## src/rtl/dma_window_loader.sv

```systemverilog
// dma_window_loader: fetches BLOCK_SIZE consecutive words from main memory,
// packs them into one flat window register and hands the window to the
// convolution datapath over a valid/ready handshake.
module dma_window_loader #(
  parameter int ADDR_WIDTH = 16,
  parameter int DATA_WIDTH = 16,
  parameter int BLOCK_SIZE = 25
) (
  input  logic                             clk,
  input  logic                             rst,
  input  logic                             start,
  input  logic [ADDR_WIDTH-1:0]            base_addr,
  output logic                             busy,
  output logic                             mem_enable,
  output logic                             mem_rw,
  output logic [ADDR_WIDTH-1:0]            mem_address,
  input  logic [DATA_WIDTH-1:0]            mem_rdata,
  output logic [BLOCK_SIZE*DATA_WIDTH-1:0] window_out,
  output logic                             window_valid,
  input  logic                             window_ready,
  output logic                             done
);

  localparam int CW = $clog2(BLOCK_SIZE + 1);

  localparam logic [1:0] IDLE  = 2'd0;
  localparam logic [1:0] FETCH = 2'd1;
  localparam logic [1:0] DRAIN = 2'd2;
  localparam logic [1:0] HOLD  = 2'd3;

  logic [1:0]            state, state_n;
  logic [ADDR_WIDTH-1:0] base_q;
  logic [CW-1:0]         issue_cnt;
  logic [CW-1:0]         cap_cnt;
  logic                  prev_en;   // mem_enable one cycle ago: mem_rdata is live now
  logic                  last_issue;

  assign last_issue = (issue_cnt == CW'(BLOCK_SIZE - 1));

  // Read-only master: the write strobe is never asserted.
  assign mem_rw = 1'b1;

  // The handshake completes in the same cycle ready is seen in HOLD, so done
  // is a decode of the registered state and the live ready input.
  assign done = (state == HOLD) && window_ready;

  // Next-state decode.
  always_comb begin
    state_n = state;
    case (state)
      IDLE:    if (start)        state_n = FETCH;
      FETCH:   if (last_issue)   state_n = DRAIN;
      DRAIN:                     state_n = HOLD;
      HOLD:    if (window_ready) state_n = IDLE;
      default:                   state_n = IDLE;
    endcase
  end

  // State, registered status outputs, request issue and word capture.
  always_ff @(posedge clk) begin
    if (rst) begin
      state        <= IDLE;
      busy         <= 1'b0;
      window_valid <= 1'b0;
      mem_enable   <= 1'b0;
      mem_address  <= '0;
      base_q       <= '0;
      issue_cnt    <= '0;
      cap_cnt      <= '0;
      prev_en      <= 1'b0;
      window_out   <= '0;
    end else begin
      state        <= state_n;
      busy         <= (state_n != IDLE);
      window_valid <= (state_n == HOLD);
      mem_enable   <= (state_n == FETCH);
      prev_en      <= mem_enable;

      if (state == IDLE && start) begin
        base_q      <= base_addr;
        mem_address <= base_addr;
        issue_cnt   <= '0;
        cap_cnt     <= '0;
      end else begin
        // Next request address; wraps modulo 2^ADDR_WIDTH naturally.
        if (state == FETCH && !last_issue) begin
          issue_cnt   <= issue_cnt + CW'(1);
          mem_address <= base_q + ADDR_WIDTH'(issue_cnt + CW'(1));
        end
        // Data returned for last cycle's request lands in word cap_cnt.
        if (prev_en && cap_cnt < CW'(BLOCK_SIZE)) begin
          window_out[cap_cnt*DATA_WIDTH +: DATA_WIDTH] <= mem_rdata;
          cap_cnt <= cap_cnt + CW'(1);
        end
      end
    end
  end

endmodule

```

## config.mk

```make
export PLATFORM = sky130hd
export DESIGN_NAME = dma_window_loader
export DESIGN_NICKNAME = d
export VERILOG_FILES = /design/src/rtl/dma_window_loader.sv
export SDC_FILE = /design/constraint.sdc
export NUM_CORES = 1
export LEC_CHECK = 0
export CAP_MARGIN = 10
export CORE_ASPECT_RATIO = 0.5
export CORE_UTILIZATION = 46
export CTS_BUF_LIST = sky130_fd_sc_hd__clkbuf_8
export CTS_CLUSTER_DIAMETER = 40
export DETAILED_ROUTE_END_ITERATION = 10
export GPL_ROUTABILITY_DRIVEN = 1
export GPL_TIMING_DRIVEN = 0
export PLACE_DENSITY = 0.84
export RECOVER_POWER = 100
export SETUP_SLACK_MARGIN = 0.2
export SYNTH_ARGS = -nofsm -noshare
export SYNTH_HDL_FRONTEND = slang
export SYNTH_SLANG_ARGS = --single-unit
```

## constraint.sdc

```tcl
create_clock -name clk -period 3.6 [get_ports clk]
set_input_delay 0.54 -clock clk [delete_from_list [all_inputs] [get_ports clk]]
set_output_delay 0.54 -clock clk [all_outputs]
set_load 0.01 [all_outputs]
```

==> results.yml <==
min_path:
  hold_end: "window_out[5]"
  min_path_cells: 2
  min-delay-start: "window_out[5]"
  hp-class: "register to register"
pwr:
  ir_drop_mv: 0.208
  p_per_area_nw_per_um2: 402
  cellLeakagePower_nw: 10.2
timing:
  worst_pin_slew_ps: 1430
  setup_ws_ps: 170
  finalSetupViolCount: 0
  max_freq_mhz: 292
  finalHoldViolCount: 0
  slew_viol_final: 0
  rsz0062_at_grt: "yes"
  layout_min_cycle_time_ps: 3430
  finalCritPeriodShare_pct: 95.3
  finClkSkew_ps: 22.8
  slew_headroom_pct: 4.57
clock_network:
  h-tree-depth: 3
  root_buffer: "clkbuf_8"
  holdBufCountCts: 0
  cts_tree: "built"
  cts_buffer_depth: 3
  clk_latency_ps: 630
  cts_made_buffers: 66
  clk_pin_slew_ps: 60
  cts.sinks: 448
die:
  num_rows: 50
  die_w_um: 281
  initial_core_util_pct: 47.2
  io_pins: 457
  chipHeight_um: 141
  dieArea_sq_um: 39600
  core_area_sq_um: 37800
logic_synthesis:
  async_reset_ff_share_pct: 0
  ys_ff_latch: 448
  netlist-cell-type-count: 69
  synth_ff_type: "dfxtp_1"
  synth_top_area_cell: "dfxtp_1"
  synth_top_cell_area_share_pct: 50.3
  ys_warn_count: 0
  synth.net_count: 1989
  ys_seq_area_share_pct: 50.3
  synth_area_sq_um: 17800
  syn-instance-count: 1942
  synth_edf_count: 0
  avgSynthCellArea_sq_um: 9.19
  yosys-top-cells-area: "dfxtp_1, mux2i_1, nand2b_1"
place:
  place_area_sq_um: 23100
  portBuffers: 455
  routabilityCongestion: 0.957
  post-dp-hpwl_um: 47400
  pre_cts_slack_ps: 64.7
final_layout:
  final_area_sq_um: 24600
  multiInputGateArea_sq_um: 8190
  nNetsFinal: 2529
  syn_to_final_growth_pct: 37.9
  drive_above_1_share_pct: 7.84
  seqCellArea_sq_um: 8970
  nFillCells: 3063
  mostFrequentLayoutCells: "dfxtp_1, dlygate4sd3_1, nand2_1"
  final_common_cell: "dfxtp_1"
run_status:
  status: "complete, no violations"
drt:
  vias: 16900
  firstDrtPassIters: 6
  drt-wirelength-per-cell_um: 21.7
  dr.first_iter.drc_count: 1537
  ant_nets: 0
  via_per_inst: 5.55
  wirelength_um: 66100
  drcViolationCount: 0
setup_path:
  crit_buf_inv: 4
  critPathSlowestCell: "ha_2"
  crit_family: "simple AND/OR/NAND/NOR gates"
  cp_num_cells: 12
  reg2regPathDepth: 12
  cp_data_required_time_ps: 4090
  regToRegSetupSlack_ps: 170
  path_cells: "buf_4 > inv_1 > ha_1 > clkbuf_4 > nor3b_1 > ha_2 > nand2b_1 > a211o_1 > nor2_1 > nand2_1 > buf_2 > mux2i_1"
  startpoint_type: "register"
  crit_path_end_kind: "register"
  slowest_delay_ps: 400
  worstPathArrival_ps: 3920
  r2r_end: "window_out[88]"
  critPathMaxFanout: 10
  critPathKind: "register to register"
  reg2reg_from: "cap_cnt[0]"
global_route:
  grtUsageMet3_pct: 6.19
  grt_use_met1_pct: 39.4
  top_usage_layer: "met2"
  antenna_found_initial: 3
  grtUsageMet2_pct: 50.6
  grt_first_pass_wirelength_um: 96500
  grt_max_degree: 11
  globalRouteOverflowTotal: 0
  grt_pass1_vias: 16100
  track_usage_pct: 32.0
job:
  drv_cap: 0
synthesized netlist by cell type (4+ instances only):
| cell type | count |
|---|---|
| nand2b_1 | 198 |
| a21boi_0 | 9 |
| nor2_1 | 69 |
| a21oi_1 | 142 |
| buf_4 | 6 |
| inv_1 | 11 |
| o21ai_0 | 107 |
| nand2_1 | 287 |
| clkbuf_1 | 115 |
| dfxtp_1 | 448 |
| buf_6 | 5 |
| a211oi_1 | 4 |
| or2_2 | 19 |
| nand3_1 | 78 |
| xnor2_1 | 9 |
| nand3b_1 | 85 |
| ha_1 | 10 |
| and3_1 | 4 |
| buf_2 | 21 |
| nor2b_1 | 13 |
| nand2_2 | 6 |
| nor3_1 | 7 |
| and2_1 | 6 |
| nand4_1 | 15 |
| o22ai_1 | 8 |
| nor2_2 | 4 |
| mux2i_1 | 182 |
| xor2_1 | 10 |
cells by family (layout without fill, tap and decap cells):
group	count (synthesis)	in the layout	synth area share (%)
other	1	3	0.0210
XOR/XNOR	19	19	0.933
buffers and inverters	165	749	4.04
multiplexers	182	182	10.2
adder cells (fa/ha/maj)	11	11	0.814
flip-flops	448	448	50.3
AO/OA/AOI/OAI	299	299	9.56
AND/OR/NAND/NOR	817	817	24.2
worst max path at each step:
stage                     slack (ps)               to  startpoint
after floorplan                  630  window_out[294]  cap_cnt[0]
after global placement          -120  window_out[346]  cap_cnt[0]
after detailed placement          60  window_out[332]  cap_cnt[0]
after CTS                        190  window_out[382]  cap_cnt[0]
after global routing              80  window_out[157]  cap_cnt[0]
final                            170   window_out[88]  cap_cnt[0]
metrics by stage:
step / cells / util (%) / TNS (ps) / hold WS, ps / power (mW)
floorplan: 1942 / - / 0 / 436 / 5.41
global placement: 2917 / 61.0 / -250 / 437 / 5.66
detailed placement: 2918 / 61.0 / 0 / 442 / 5.67
CTS: 3032 / 64.8 / 0 / 451 / 9.90
global route: 3047 / 65.1 / 0 / 468 / 10.2
finish: 3048 / 65.1 / 0 / 449 / 9.89
tightest hold or removal path, stage by stage, from the launching register on:
cell	delay (ps)
dfxtp_1	310
nand2_1	50
a21oi_1	50
final cells by class:
cell class | instances | area share (%)
plain buffers | 154 | 2.86
multi-input cells | 1329 | 33.3
clock inverters | 27 | 0.773
inverters | 11 | 0.168
diodes | 2 | 0.0203
clock buffers | 85 | 4.76
repair buffers | 472 | 19.0
well taps | 520 | 2.65
flip-flops and latches | 448 | 36.5
flip-flops by register name, summed over array words and instances, names as in the netlist:
signal        cells
prev_en           1
mem_address      16
window_out      400
state             2
mem_enable        1
window_valid      1
cap_cnt           5
busy              1
issue_cnt         5
base_q           16
repair_timing:
item | CTS | global route
endpoints found under the setup margin | 154 | 272
buffers inserted | 2 | 14
endpoints found under the hold margin | 0 | 0
pin swaps | 1 | 8
resized for setup | 8 | 21
gates cloned | 0 | 0
routing by layer:
layer  share of wire (%)  routed length, um
met1                  40              26100
met2                  45              29900
met3                 7.5               4950
met4                 7.7               5110
met5                   0                  0
power by group:
part,total [mW],leakage [nW],switching [mW],internal [mW]
sequential,5.02,3.61,0.0279,4.99
clock,4.32,0.769,1.99,2.32
combinational,0.553,5.81,0.362,0.191
total,9.89,10.2,2.38,7.51
No activity file was read; power rests on OpenSTA's default activity.
